<file path="config.mk">
export PLATFORM = sky130hd
export DESIGN_NAME = megacart_nvram_xfer
export DESIGN_NICKNAME = d
export VERILOG_FILES = /design/src/rtl/megacart_pkg.sv /design/src/rtl/megacart_nvram_addrmap.sv /design/src/rtl/megacart_nvram_xfer.sv
export SDC_FILE = /design/constraint.sdc
export NUM_CORES = 1
export LEC_CHECK = 0
export BUFFER_PORTS_ARGS = -buffer_cell sky130_fd_sc_hd__buf_4
export CAP_MARGIN = 10
export CELL_PAD_IN_SITES_DETAIL_PLACEMENT = 0
export CELL_PAD_IN_SITES_GLOBAL_PLACEMENT = 1
export CORE_UTILIZATION = 33
export CTS_CLUSTER_SIZE = 16
export DETAILED_ROUTE_END_ITERATION = 12
export GPL_TIMING_DRIVEN = 1
export PLACE_DENSITY = 0.73
export SLEW_MARGIN = 40
export SYNTH_ARGS = -nofsm -noshare
export SYNTH_HDL_FRONTEND = slang
export SYNTH_SLANG_ARGS = --single-unit
export TNS_END_PERCENT = 1
</file>
<file path="constraint.sdc">
create_clock -name clk -period 1.6 [get_ports clk]
set_input_delay 0.16 -clock clk [delete_from_list [all_inputs] [get_ports clk]]
set_output_delay 0.16 -clock clk [all_outputs]
set_load 0.02 [all_outputs]
</file>
<file path="src/rtl/megacart_pkg.sv">
// megacart_pkg: transfer FSM states, NVRAM image layout constants and the packed-index to SDRAM address map
package megacart_pkg;
  typedef enum logic [2:0] {IDLE, LD_IN, LD_MEM, SV_MEM, SV_OUT} state_t;
  localparam logic [22:0] NV_BASE = 23'h400000;
  localparam logic [15:0] LO_START = 16'h0400;
  localparam logic [15:0] HI_START = 16'h9800;
  localparam int LO_BYTES = 3072;
  localparam int HI_BYTES = 2048;
  localparam int IMG_BYTES = LO_BYTES + HI_BYTES;
  function automatic logic [22:0] nv_addr(input logic [12:0] idx);
    return (idx < 13'(LO_BYTES)) ? NV_BASE + {7'd0, LO_START} + {10'd0, idx}
                                 : NV_BASE + {7'd0, HI_START} + {10'd0, idx - 13'(LO_BYTES)};
  endfunction
endpackage

</file>
<file path="src/rtl/megacart_nvram_addrmap.sv">
// megacart_nvram_addrmap: combinational packed-image byte index to split-layout SDRAM address
module megacart_nvram_addrmap
  import megacart_pkg::*;
(
  input  logic [12:0] idx,
  output logic [22:0] addr
);
  assign addr = nv_addr(idx);
endmodule

</file>
<file path="src/rtl/megacart_nvram_xfer.sv">
// megacart_nvram_xfer: moves the NVRAM image between the host byte stream and SDRAM (load/save).
// Define MEGACART_NVRAM_DIRTY_EN to track cart NVRAM writes; otherwise dirty is tied high.
module megacart_nvram_xfer
  import megacart_pkg::*;
(
  input  logic        clk,
  input  logic        reset,
  input  logic        start_load,
  input  logic        start_save,
  input  logic        abort,
  output logic        busy,
  output logic        done,
  output logic        aborted,
  input  logic [7:0]  in_data,
  input  logic        in_valid,
  output logic        in_ready,
  output logic [7:0]  out_data,
  output logic        out_valid,
  input  logic        out_ready,
  output logic [22:0] mem_addr,
  output logic [7:0]  mem_din,
  input  logic [7:0]  mem_dout,
  output logic        mem_we,
  output logic        mem_req,
  input  logic        mem_ack,
  input  logic        snoop_nvram_sel,
  input  logic        snoop_wr_n,
  output logic        dirty
);
  state_t state, state_n;
  logic [12:0] idx, idx_n;
  logic [22:0] map_addr;
  logic last, step, fin, abort_hit;
  megacart_nvram_addrmap u_map (.idx(idx), .addr(map_addr));
  assign abort_hit = abort && state != IDLE;
  assign last = idx == 13'(IMG_BYTES - 1);
  assign step = (state == LD_MEM && mem_ack) || (state == SV_OUT && out_ready);
  assign busy = state != IDLE;
  assign in_ready = state == LD_IN;
  assign out_valid = state == SV_OUT;
  assign mem_we = state == LD_MEM;
  // an abort withdraws a pending request in the same cycle
  assign mem_req = (state == LD_MEM || state == SV_MEM) && !abort;
  assign mem_addr = busy ? map_addr : '0;
  always_comb begin
    state_n = state;
    idx_n = idx;
    fin = 1'b0;
    if (abort_hit) begin
      state_n = IDLE;
      idx_n = '0;
    end else if (step) begin
      idx_n = last ? '0 : idx + 13'd1;
      fin = last;
      state_n = last ? IDLE : (state == LD_MEM ? LD_IN : SV_MEM);
    end else if (state == IDLE)
      state_n = start_load ? LD_IN : start_save ? SV_MEM : IDLE;
    else if (state == LD_IN && in_valid)
      state_n = LD_MEM;
    else if (state == SV_MEM && mem_ack)
      state_n = SV_OUT;
  end
  always_ff @(posedge clk or posedge reset)
    if (reset) begin
      state <= IDLE;
      idx <= '0;
      mem_din <= '0;
      out_data <= '0;
      done <= 1'b0;
      aborted <= 1'b0;
    end else begin
      state <= state_n;
      idx <= idx_n;
      done <= fin;
      aborted <= abort_hit;
      if (in_ready && in_valid && !abort) mem_din <= in_data;
      if (state == SV_MEM && mem_ack && !abort) out_data <= mem_dout;
    end
`ifdef MEGACART_NVRAM_DIRTY_EN
  // done is registered, so it lands in IDLE where a simultaneous snoop write must win
  always_ff @(posedge clk or posedge reset)
    if (reset) dirty <= 1'b0;
    else if (state == IDLE && snoop_nvram_sel && !snoop_wr_n) dirty <= 1'b1;
    else if (done) dirty <= 1'b0;
`else
  logic unused_snoop;
  assign unused_snoop = snoop_nvram_sel ^ snoop_wr_n;
  assign dirty = 1'b1;
`endif
endmodule

</file>
* Yosys cells after proc, flatten, opt, wreduce, memory -nomap -nowiden *
Index checks and enable logic that the tools add are counted.

storage, ports and cells
  register bits = 34
  input bits = 26
  output and inout bits = 47
  word-level logic and storage cells = 47

operators by class
  $add $sub $neg = 4
  order comparisons = 1
  eq/ne operators = 5
  muxes and demuxes = 16
  reductions and logical operators = 15

operators with widths
  cell                      count
  $add A23 B13 Y23 const A  2
  $mux W23                  2
  $mux W13                  3
  $mux W3                   5
  $add A13 B1 Y13 const B   1
  $eq A13 B13 Y1 const B    1
  $lt A13 B12 Y1 const B    1
  $sub A13 B12 Y13 const B  1
  $logic_and A1 B1 Y1       8
  $mux W2                   4
  $eq A3 B2 Y1 const B      2
  $reduce_bool A5 Y1        1
  $eq A3 B1 Y1 const B      1
  $eq A3 B3 Y1 const B      1
  $logic_not A3 Y1          1
  $reduce_bool A3 Y1        1
  $logic_or A1 B1 Y1        2
  $mux W1                   2
  $reduce_bool A2 Y1        1
  $logic_not A1 Y1          1

* Logic depth before layout (Yosys ltp) *
Gate-level depths: netlist of the first run.

  depth in word-level cells = 7
  depth in mapped cells = 8
  mapped depth without buffers = 7

* Hierarchy *
A second synthesis of the first run with hierarchy kept.

second synthesis, totals
  cell total of the unflattened synthesis = 212
  area total of the unflattened synthesis = 2089.5 um2

by module, submodules not included
  module                  instances  cells an instance  area each (um2)  seq. area each (um2)
  megacart_nvram_xfer     1          181                1868.0           850.8
  megacart_nvram_addrmap  1          31                 221.5            0.0

* Worst setup path after synthesis of the first run *
OpenSTA, ideal clock, no wires.

  kind = reg-to-output
  from = register idx[10]
  to = output port mem_addr[12]
  data arrival time = 1514 ps
  required time = 1440 ps
  setup slack = -74 ps
  cell stages (with the launch flop) = 7
  path buffers = 0
  cells stage by stage = dfrtp_1 > ha_1 > xor2_1 > ha_1 > nor2_1 > a21oi_1 > nor2_1

between the ends
  word-level cells in the longest chain between the ends = 4
  elaborated cells on any way between the ends = 6
  those cells by class = add/sub (3); order compare (1); mux (2)

ends and longest elaborated chain
  element                 line                       source
  start, declared         megacart_nvram_xfer.sv:31  logic [12:0] idx, idx_n;
  start signal, assigned  megacart_nvram_xfer.sv:73  idx <= idx_n;
  $sub A13 B12 Y13        megacart_pkg.sv:12         : NV_BASE + {7'd0, HI_START} + {10'd0, idx - 13'(LO_BYTES)};
  $add A23 B13 Y23        megacart_pkg.sv:12
  $mux W23 (*)            megacart_pkg.sv:11         return (idx < 13'(LO_BYTES)) ? NV_BASE + {7'd0, LO_START} + {10'd0, idx}
  $mux W23 (*)            megacart_nvram_xfer.sv:44  assign mem_addr = busy ? map_addr : '0;
  end, declared           megacart_nvram_xfer.sv:20  output logic [22:0] mem_addr,

Mark *: on every way between the ends. The rest lies on a longest branch, timed or not.

* Worst setup path in the final report of the first run *
Same ends and word-level chain as after synthesis.

==> key figures, run 1 <==
Power and ir drop
  • Pwr dens: 1357 mW/mm²
  • Maximum vdd drop: 0.8314 mV
  • Pleak: 1.498 nW

Worst setup path
  • CP Class: reg2out
  • FF-to-FF setup slack: -0.12 ns
  • CP required: 1.44 ns
  • Critical-path cell list: ha_4 > xor2_2 > ha_4 > nor2_2 > a21oi_2 > nor2_2 > buf_6
  • Worst Reg-to-Reg Cells: 6
  • Critical path buffer and inverter count: 1
  • CP peak stage delay: approximately 0.45 ns
  • Worst path slowest cell: dfrtp_2
  • Worst Path Arrival: 1.67 ns
  • RR Startpoint: idx[10]$_DFFE_PP0P_
  • CP startpoint kind: flip-flop
  • CP Max Fanout: 3
  • Critical Path End Type: primary output
  • Critical Path Stages: 7
  • R2R Path End: idx[11]$_DFFE_PP0P_
  • Crit-path leading delay family: adder cells

Logic synthesis
  • Dominant cells by area after synthesis: dfrtp_1, mux2_2, and2_1
  • Sequential area share after synthesis: 0.4258
  • Leading area contributor after synthesis: dfrtp_1
  • Post-synthesis instance total: 194
  • Synth Flop Type: dfrtp_1
  • Syn avg cell area: 10.30 µm²
  • Most common cell in the synthesized netlist: dfrtp_1
  • Post-Syn Area: 0.001998 mm²
  • Synth top area share: 0.4258
  • Warnings, synthesis: 0
  • Synth async-reset ratio: 1.000
  • Top cells by instance count after synthesis: dfrtp_1, mux2_2, and2_1, nor2_1
  • Post-synthesis cell type count: 47
  • Post-synth EDFFs: 0
  • Register bit total from synthesis: 34

Floorplanning
  • Horiz. Die Dim: around 80 µm
  • Num ports: 73
  • Die Height: 79.82 µm
  • Initial core utilization: 0.3521
  • # rows: 27
  • Core area: 0.005675 mm²
  • Die ar.: 0.006370 mm²

Min path
  • Hold endpoint: out_data[6]$_DFFE_PP0P_
  • HP Class: in2reg
  • Worst hold path cell count: 2
  • Worst hold path startpoint: mem_dout[6]

GRT
  • Largest net degree at the start of global routing: 35
  • Vias in the first global route: 1792
  • Global-route wire length before repair: 8.362 mm
  • Number of antenna violations at the first check in global routing: 0
  • Overflow after GRT: 0
  • GRT Total Usage: 0.1711

CTS
  • Clock tree sinks: 34
  • CTS clk-pin slew, worst paths: 0.07 ns
  • H-tree levels: 2
  • CTS Buf Count: 5
  • Clock Path Buffers: 2
  • Worst-skew pair later-pin latency: 0.29 ns
  • Root Buffer: clkbuf_8
  • CTS tree: built

Job
  • Max Cap Viol: 0

Final layout
  • Finished layout cell area: 0.003072 mm²
  • Ratio of cells with drive above 1 in the final layout: 0.5772
  • Area delta synth->final: 53.73%
  • Antenna Cells: 0
  • Final net count: 327

Placement
  • Place WS: -0.08098 ns
  • GP Congestion: 0.7634
  • Dpl hpwl: 3.626 mm
  • Number of port buffers: 62
  • Area after DPL: 0.002746 mm²

Timing
  • Hold Vio Cnt, Final: 0
  • Final Worst Setup Slack: -0.2335 ns
  • Final Skew: 0.007876 ns
  • Min cycle time layout: 1.833 ns
  • Setup violators final: 19
  • Setup TNS: -1.835 ns
  • Final Max Tran Viols: 0
  • RSZ-0062 raised after global routing: true
  • FMAX: 545.4 MHz
  • Final period utilization: 1.146

Detailed routing
  • WL per Instance: 14.21 µm
  • WL final: 5.259 mm
  • Detailed Routing Iterations Pass 1: 4
  • Vias: about 1.8k
  • Vias/cell: roughly 5.0
  • Post-DRT Antenna Nets: 0
  • Residual DRC: 0
  • 1st-iter DRT viols: 80

Outcome
  • Status: complete, but fails checks
  • Failing checks: setup timing
registers in the layout, summed over array words and instances (netlist names):
signal and cells:
idx 13, state 3, aborted 1, done 1
mem_din 8, out_data 8
how the worst max path moves through the flow:
stage                        start             endpoint  slack, ns
3_5_place_dp    idx[0]$_DFFE_PP0P_  idx[11]$_DFFE_PP0P_      -0.08
2_1_floorplan   idx[0]$_DFFE_PP0P_   idx[4]$_DFFE_PP0P_      -0.07
3_3_place_gp    idx[0]$_DFFE_PP0P_  idx[11]$_DFFE_PP0P_      -0.02
4_1_cts        idx[11]$_DFFE_PP0P_         mem_addr[12]      -0.24
6_report       idx[10]$_DFFE_PP0P_         mem_addr[12]      -0.23
5_1_grt        idx[10]$_DFFE_PP0P_         mem_addr[12]      -0.29
metrics by stage:
stage                       util  total power [mW]  cells  hold slack [ns]
after floorplan                -             2.482    200           0.3016
after global placement    0.4839             3.290    357           0.2934
after detailed placement  0.4839             3.324    357           0.2959
after CTS                 0.5322             4.183    370          0.09004
after global routing      0.5412             4.419    370          0.08651
final                     0.5412             4.168    370          0.09748
placed cells by master (no fill, tap or decap), drive strengths merged, types with 3 or more instances in the layout:
master    n
buf     107
dfrtp    34
mux2     16
nor2     14
and2     14
a31oi    10
nand3    10
nand2     9
conb      8
inv       8
clkbuf    7
a21oi     6
and4      5
o21ai     5
nor3      5
ha        4
and3      3
nand4     3
o22a      3
layer usage:
metal | GRT usage | vias to the layer above | wire length [µm]
met4 | 0.06786 | 0 | 72
li1 | - | 894 | -
met3 | 0.03086 | 6 | 158
met5 | 0 | - | 0
met1 | 0.2140 | 895 | 2338
met2 | 0.2897 | 39 | 2689
timing repair:
action / CTS / global route
hold endpoints to repair: 34 / 0
endpoints found under the setup margin: 25 / 33
setup buffers: 4 / 0
pin swaps: 15 / 4
gates resized for setup: 31 / 15
hold buffers: 1 / 0
power breakdown:
group	total [mW]	switching (mW)	internal, mW	leakage, nW
Combinational	2.11	1.10	1.01	1.01
Clock	0.780	0.314	0.466	0.0524
Sequential	1.28	0.167	1.11	0.436
final cells by class:
class | instances | area, µm²
Fill cell | 532 | 2604
Multi-Input combinational cell | 140 | 1129
Timing Repair Buffer | 108 | 862.1
Sequential cell | 34 | 854.6
Tap cell | 72 | 90.09
Clock buffer | 7 | 76.32
Clock inverter | 1 | 30.03
Inverter | 8 | 30.03
logic make-up after synthesis:
logic type	synth area share
flops	0.4258
simple gates	0.2354
fa+ha+maj	0.02505
xor+xnor	0.008768
mux	0.09017
other cells	0.003758
buf+inv	0.08515
compound gates	0.1259
(Power assumes the default switching activity.)
==> run 2, diff against run 1 <==
- CELL_PAD_IN_SITES_DETAIL_PLACEMENT: 0 -> unset
- CELL_PAD_IN_SITES_GLOBAL_PLACEMENT: 1 -> unset
- CORE_UTILIZATION: 33 -> 45
- PLACE_DENSITY: 0.73 -> 0.75
==> run 2 against run 1 <==
- the run still ends with setup timing left
- count of clock-buffer cells in the layout is 1 lower
- maximum frequency fell by 1.2%
- worst hold slack worse by 0.0052 ns
- utilization grew 19 points
- design area shrank 1.8%
- die area decreased by 26%
- clock skew decreased by 0.00092 ns
- cell count decreased by 7.8%
- clock power rose by 6.2%
- first-iteration DRC count is 18% lower
- critical endpoint unchanged
- largest cell class unchanged
- highest routed layer unchanged
==> key figures, run 2 (synthesized netlist as in run 1, its figures left out) <==
Detailed routing
  • 1st-iter DRT viols: 66 (-18%)
  • Residual DRC: 0 (unchanged)
  • Post-DRT Antenna Nets: 0 (unchanged)
  • Vias: 1801 (-1.8%)
  • WL per Instance: 14.89 µm (+4.8%)
  • Detailed Routing Iterations Pass 1: 4 (unchanged)
  • WL final: 5.079 mm (-3.4%)
  • Vias/cell: 5.282 (+6.6%)

Worst setup path
  • CP startpoint kind: flip-flop
  • CP required: 1.44 ns (about the same)
  • CP Class: reg2out
  • CP Max Fanout: 3 (unchanged)
  • Critical-path cell list: ha_4 > xor2_4 > ha_4 > nor2_4 > a21oi_2 > nor2_2 > buf_6
  • Cell mode on critical path: ha_4
  • Critical Path End Type: primary output
  • Worst path slowest cell: dfrtp_2
  • CP peak stage delay: 0.44 ns (about the same)
  • Worst Path Arrival: 1.69 ns (+0.02 ns)

Timing
  • Final Worst Setup Slack: -0.2550 ns (-0.02150 ns)
  • Final period utilization: 1.159 (+0.01344)
  • Setup violators final: 22 (+3)
  • Hold Vio Cnt, Final: 0 (unchanged)
  • Final Skew: 0.006959 ns (-0.0009175 ns)
  • RSZ-0062 raised after global routing: true
  • Min cycle time layout: 1.855 ns (+0.02150 ns)
  • FMAX: 539.1 MHz (-1.2%)
  • Final Max Tran Viols: 0 (unchanged)

CTS
  • Root Buffer: clkbuf_8
  • Clock tree sinks: 34 (unchanged)
  • CTS clk-pin slew, worst paths: 0.07 ns (about the same)
  • Clock Path Buffers: 2 (unchanged)
  • CTS Buf Count: 5 (unchanged)
  • CTS tree: built
  • Worst-skew pair later-pin latency: 0.29 ns (about the same)
  • H-tree levels: 2 (unchanged)

GRT
  • Overflow after GRT: 0 (unchanged)
  • Global-route wire length before repair: 7.866 mm (-5.9%)
  • Largest net degree at the start of global routing: 31 (-11%)
  • Vias in the first global route: 1761 (-1.7%)
  • GRT Total Usage: 0.2297 (+0.05855)
  • Number of antenna violations at the first check in global routing: 0 (unchanged)

Placement
  • Number of port buffers: 62 (unchanged)
  • GP Congestion: 0.8895 (+17%)
  • Dpl hpwl: 3.536 mm (-2.5%)

Final layout
  • Commonest non-fill, non-tap cell in the layout: buf_4
  • Antenna Cells: 0 (unchanged)
  • Regs by FF count: idx x13, mem_din x8, out_data x8
  • Final net count: 321 (-1.8%)
  • Finished Core Util: 0.7283 (+0.1870)
  • Area of the multi-input gates: 0.001127 mm² (-0.11%)
  • Seq. cell area: 857.1 µm² (+0.29%)
  • Largest register by flop count: idx
  • Ratio of cells with drive above 1 in the final layout: 0.5704 (-0.006734)
  • # fillers: 325 (-39%)
  • Area delta synth->final: 51.03%
  • Max reg flops: 13 (unchanged)
  • Most frequent cells in the layout: buf_4, dfrtp_1, mux2_2, buf_6, nor2_1

Floorplanning
  • Num ports: 73 (unchanged)
  • Horiz. Die Dim: 68.64 µm (-14%)
  • Die Height: 68.64 µm (-14%)
  • Die ar.: 0.004711 mm² (-26%)
  • Initial core utilization: 0.4822 (+0.1301)
  • # rows: 23 (-15%)
  • Core area: 0.004144 mm² (-27%)

Power and ir drop
  • Maximum vdd drop: 0.9385 mV (+13%)
  • Pwr dens: 1387 mW/mm² (+2.2%)
  • Power consumption: 4.185 mW (+0.42%)
  • Pleak: 1.478 nW (-1.4%)

Job
  • Max Cap Viol: 0 (unchanged)

Outcome
  • Failing checks: setup timing
  • Status: complete, but fails checks

Min path
  • HP Class: in2reg
[run 2: cell types whose count changed in the layout (fill, tap and decap cells not counted), moves of 2 or more]
cell	previous run	this run
buf_4	94	85
buf_6	13	16
dfrtp_1	31	29
dfrtp_2	3	5
clkbuf_1	2	0
[run 2: metrics by stage]
step	setup TNS [ns]	hold slack [ns]	setup slack [ns]	cells	area [µm²]
after floorplan	-0.2788	0.3016	-0.06746	200	2023
after global placement	-0.08608	0.06889	-0.04401	329	2674
after detailed placement	-0.3586	0.06828	-0.08842	329	2674
after CTS	-1.953	0.09412	-0.2744	339	2897
after global routing	-3.944	0.09644	-0.2958	341	3018
final	-2.358	0.09226	-0.2550	341	3018
[run 2: what timing repair did]
item / 4_1_cts / 5_1_grt
setup endpoints to repair: 26 / 34
endpoints found under the hold margin: 4 / 0
pin swaps: 9 / 9
resized for setup: 26 / 23
setup buffers: 2 / 3
hold buffers: 1 / 0
[run 2: worst paths after layout]
| path | end | startpoint | slack (ns) | cells past startpoint |
|---|---|---|---|---|
| min reg2reg | mem_din[0]$_DFFE_PP0P_ | mem_din[0]$_DFFE_PP0P_ | 0.51 | 1 |
| max reg2reg | idx[11]$_DFFE_PP0P_ | idx[10]$_DFFE_PP0P_ | -0.15 | 6 |
| max | mem_addr[12] | idx[11]$_DFFE_PP0P_ | -0.25 | 7 |
| min | out_data[1]$_DFFE_PP0P_ | mem_dout[1] | 0.09 | 2 |
| min in group asynchronous | mem_din[3]$_DFFE_PP0P_ | reset | 0.33 | 3 |
| max in group asynchronous | state[0]$_DFFE_PP0P_ | reset | 0.62 | 4 |
[run 2: worst max-delay path, delay by kind of cell (launching register included)]
kind	cells	cell delay, ns
DFF	1	0.44
buffers and inverters	1	0.12
adders and majority gates	2	0.48
xor gates and xnor gates	1	0.15
and+or+nand+nor	2	0.09
AOI/OAI and AO/OA	1	0.12
[run 2: power breakdown]
part | switching [mW] | internal [mW]
Sequential | 0.174 | 1.12
Clock | 0.330 | 0.499
Combinational | 1.09 | 0.976
[run 2: final cells by class]
type | instances | share of cell area
clock buffers | 6 | 0.02736
clock inverters | 1 | 0.009950
inverters | 8 | 0.009950
multi-input cells | 140 | 0.3735
flip-flops and latches | 34 | 0.2840
well taps | 50 | 0.02073
repair buffers | 102 | 0.2745
[run 2: routing by layer]
metal  global-route usage  part of all wire
met5                    0                 0
met4              0.09115             0.011
met3              0.03618             0.034
met2               0.4130              0.53
met1               0.2707              0.42
==> run 3, diff against run 2 <==
- BUFFER_PORTS_ARGS: -buffer_cell sky130_fd_sc_hd__buf_4 -> -buffer_cell sky130_fd_sc_hd__buf_2
- REMOVE_ABC_BUFFERS: unset -> 1
- SLEW_MARGIN: 40 -> unset
==> run 3 against run 2 <==
- critical path depth unchanged
- clock power is 22% lower
- total power decreased by 9.9%
- the flow still finishes with violations (setup timing)
- first-iteration DRC count increased by 29%
- routed wire length fell by 9.4%
- critical endpoint unchanged
==> key figures, run 3 (synthesized netlist as in run 1, its figures left out) <==
CTS
  • H-tree levels: 2 (unchanged)
  • Clock Path Buffers: 2 (unchanged)
  • Clock tree sinks: 34 (unchanged)
  • CTS Buf Count: 5 (unchanged)
  • Root Buffer: clkbuf_8
  • Worst-skew pair later-pin latency: 0.29 ns (about the same)
  • CTS tree: built
  • CTS clk-pin slew, worst paths: 0.07 ns (about the same)

GRT
  • Largest net degree at the start of global routing: 19 (-39%)
  • GRT Total Usage: 0.2145 (-0.01516)
  • GRT met2 Usage: 0.3566 (-0.05637)
  • Overflow after GRT: 0 (unchanged)
  • Routing usage on met1: 0.2708 (about the same)
  • Met3 Use GR: 0.04441 (+0.008224)
  • Gr busiest metal: met2
  • Number of antenna violations at the first check in global routing: 0 (unchanged)
  • Global-route wire length before repair: 7.320 mm (-6.9%)
  • Vias in the first global route: 1616 (-8.2%)

Floorplanning
  • Die Height: 68.64 µm (unchanged)
  • # rows: 23 (unchanged)
  • Core area: 0.004144 mm² (unchanged)
  • Horiz. Die Dim: 68.64 µm (unchanged)
  • Num ports: 73 (unchanged)
  • Initial core utilization: 0.4822 (unchanged)
  • Die ar.: 0.004711 mm² (unchanged)

Timing
  • FMAX: 545.4 MHz (+1.2%)
  • Final Max Tran Viols: 0 (unchanged)
  • Hold WS: 0.1018 ns (+0.009545 ns)
  • Setup TNS: -2.074 ns (+0.2843 ns)
  • Final Skew: 0.006330 ns (-0.0006284 ns)
  • RSZ-0062 raised after global routing: true
  • Setup violators final: 18 (-18%)
  • Min cycle time layout: 1.834 ns (-0.02134 ns)
  • Hold Vio Cnt, Final: 0 (unchanged)
  • Final Worst Setup Slack: -0.2336 ns (+0.02134 ns)
  • Final period utilization: 1.146 (-0.01334)

Placement
  • GP Congestion: 0.7992 (-10%)
  • Area after DPL: 0.002554 mm² (-4.5%)
  • Number of port buffers: 62 (unchanged)
  • Dpl hpwl: 3.440 mm (-2.7%)

Detailed routing
  • 1st-iter DRT viols: 85 (+29%)
  • WL per Instance: 13.34 µm (-10%)
  • Detailed Routing Iterations Pass 1: 4 (unchanged)
  • Residual DRC: 0 (unchanged)
  • Vias: 1800 (-0.056%)
  • Post-DRT Antenna Nets: 0 (unchanged)
  • WL final: 4.601 mm (-9.4%)
  • Vias/cell: 5.217 (-1.2%)

Final layout
  • # fillers: 349 (+7.4%)
  • Seq. cell area: 855.8 µm² (-0.15%)
  • Finished layout cell area: 0.002769 mm² (-8.3%)
  • Finished Core Util: 0.6682 (-0.06009)
  • Antenna Cells: 0 (unchanged)
  • Ratio of cells with drive above 1 in the final layout: 0.5390 (-0.03146)
  • Most frequent cells in the layout: buf_2, buf_4, dfrtp_1
  • Largest register by flop count: idx
  • Final net count: 324 (+0.93%)
  • Area of the multi-input gates: 0.001084 mm² (-3.9%)
  • Area delta synth->final: 38.57%
  • Regs by FF count: idx x13, mem_din x8, out_data x8
  • Commonest non-fill, non-tap cell in the layout: buf_2
  • Max reg flops: 13 (unchanged)

Outcome
  • Failing checks: setup timing
  • Status: complete, but fails checks

Worst setup path
  • Worst Path Arrival: 1.67 ns (-0.02 ns)
  • Critical Path End Type: primary output
  • CP required: 1.44 ns (about the same)
  • Worst Reg-to-Reg Cells: 6 (unchanged)
  • CP peak stage delay: 0.45 ns (about the same)
  • Critical-path cell list: ha_4 > xor2_2 > ha_4 > nor2_1 > a21oi_1 > nor2_1 > buf_4
  • FF-to-FF setup slack: -0.11 ns (+0.04 ns)
  • RR Startpoint: idx[10]$_DFFE_PP0P_
  • CP startpoint kind: flip-flop
  • CP Class: reg2out
  • CP Max Fanout: 4 (+1)
  • R2R Path End: idx[11]$_DFFE_PP0P_
  • Worst path slowest cell: dfrtp_2

Job
  • Max Cap Viol: 0 (unchanged)

Power and ir drop
  • Pwr dens: 1362 mW/mm² (-1.8%)
  • Pleak: 1.421 nW (-3.8%)
  • Maximum vdd drop: 0.9377 mV (about the same)
  • Power consumption: 3.773 mW (-9.9%)

Min path
  • Worst hold path cell count: 2 (unchanged)
  • Worst hold path startpoint: in_data[6]
  • HP Class: in2reg
  • Hold endpoint: mem_din[6]$_DFFE_PP0P_
-- run 3: where the power goes --
| part | internal (mW) | switching [mW] | leakage (nW) |
|---|---|---|---|
| Combinational | 0.791 | 1.06 | 0.939 |
| Sequential | 1.12 | 0.162 | 0.435 |
| Clock | 0.347 | 0.296 | 0.0482 |
-- run 3: worst max-delay path: cells and delay by family (launching register included) --
family / cells / cell delay [ns]
simple gates: 2 / 0.08
buf+inv: 1 / 0.15
flops: 1 / 0.45
xor+xnor: 1 / 0.15
compound gates: 1 / 0.12
fa+ha+maj: 2 / 0.45
-- run 3: final cells by class --
type | count | area share
sequential | 34 | 0.3091
clock inverter | 1 | 0.001807
tap | 50 | 0.02259
multi-input combinational | 140 | 0.3913
clock buffer | 7 | 0.03118
inverter | 8 | 0.01084
timing repair buffer | 105 | 0.2332
-- run 3: layer usage --
layer	wire length, µm	vias up
met4	40	0
met5	0	-
met2	2315	52
met1	2033	860
li1	-	884
met3	212	4
-- run 3: what timing repair did --
item / in CTS / in global routing
endpoints found under the setup margin: 23 / 40
hold endpoints to repair: 34 / 0
setup buffers: 2 / 0
pin swaps: 7 / 6
hold buffers: 1 / 0
gates cloned: 0 / 0
resized for setup: 10 / 15
-- run 3: through the flow --
stage | std cells | setup slack, ns
detailed placement | 334 | -0.07989
global placement | 334 | -0.04340
CTS | 345 | -0.2784
finish | 345 | -0.2336
global route | 345 | -0.3122
floorplan | 182 | -0.2312
-- run 3: worst max-delay path by stage --
stage,end,start
final,mem_addr[12],idx[11]$_DFFE_PP0P_
after detailed placement,idx[11]$_DFFE_PP0P_,idx[0]$_DFFE_PP0P_
after floorplan,idx[11]$_DFFE_PP0P_,idx[0]$_DFFE_PP0P_
after CTS,mem_addr[12],idx[11]$_DFFE_PP0P_
after global routing,mem_addr[12],idx[11]$_DFFE_PP0P_
after global placement,idx[11]$_DFFE_PP0P_,idx[10]$_DFFE_PP0P_
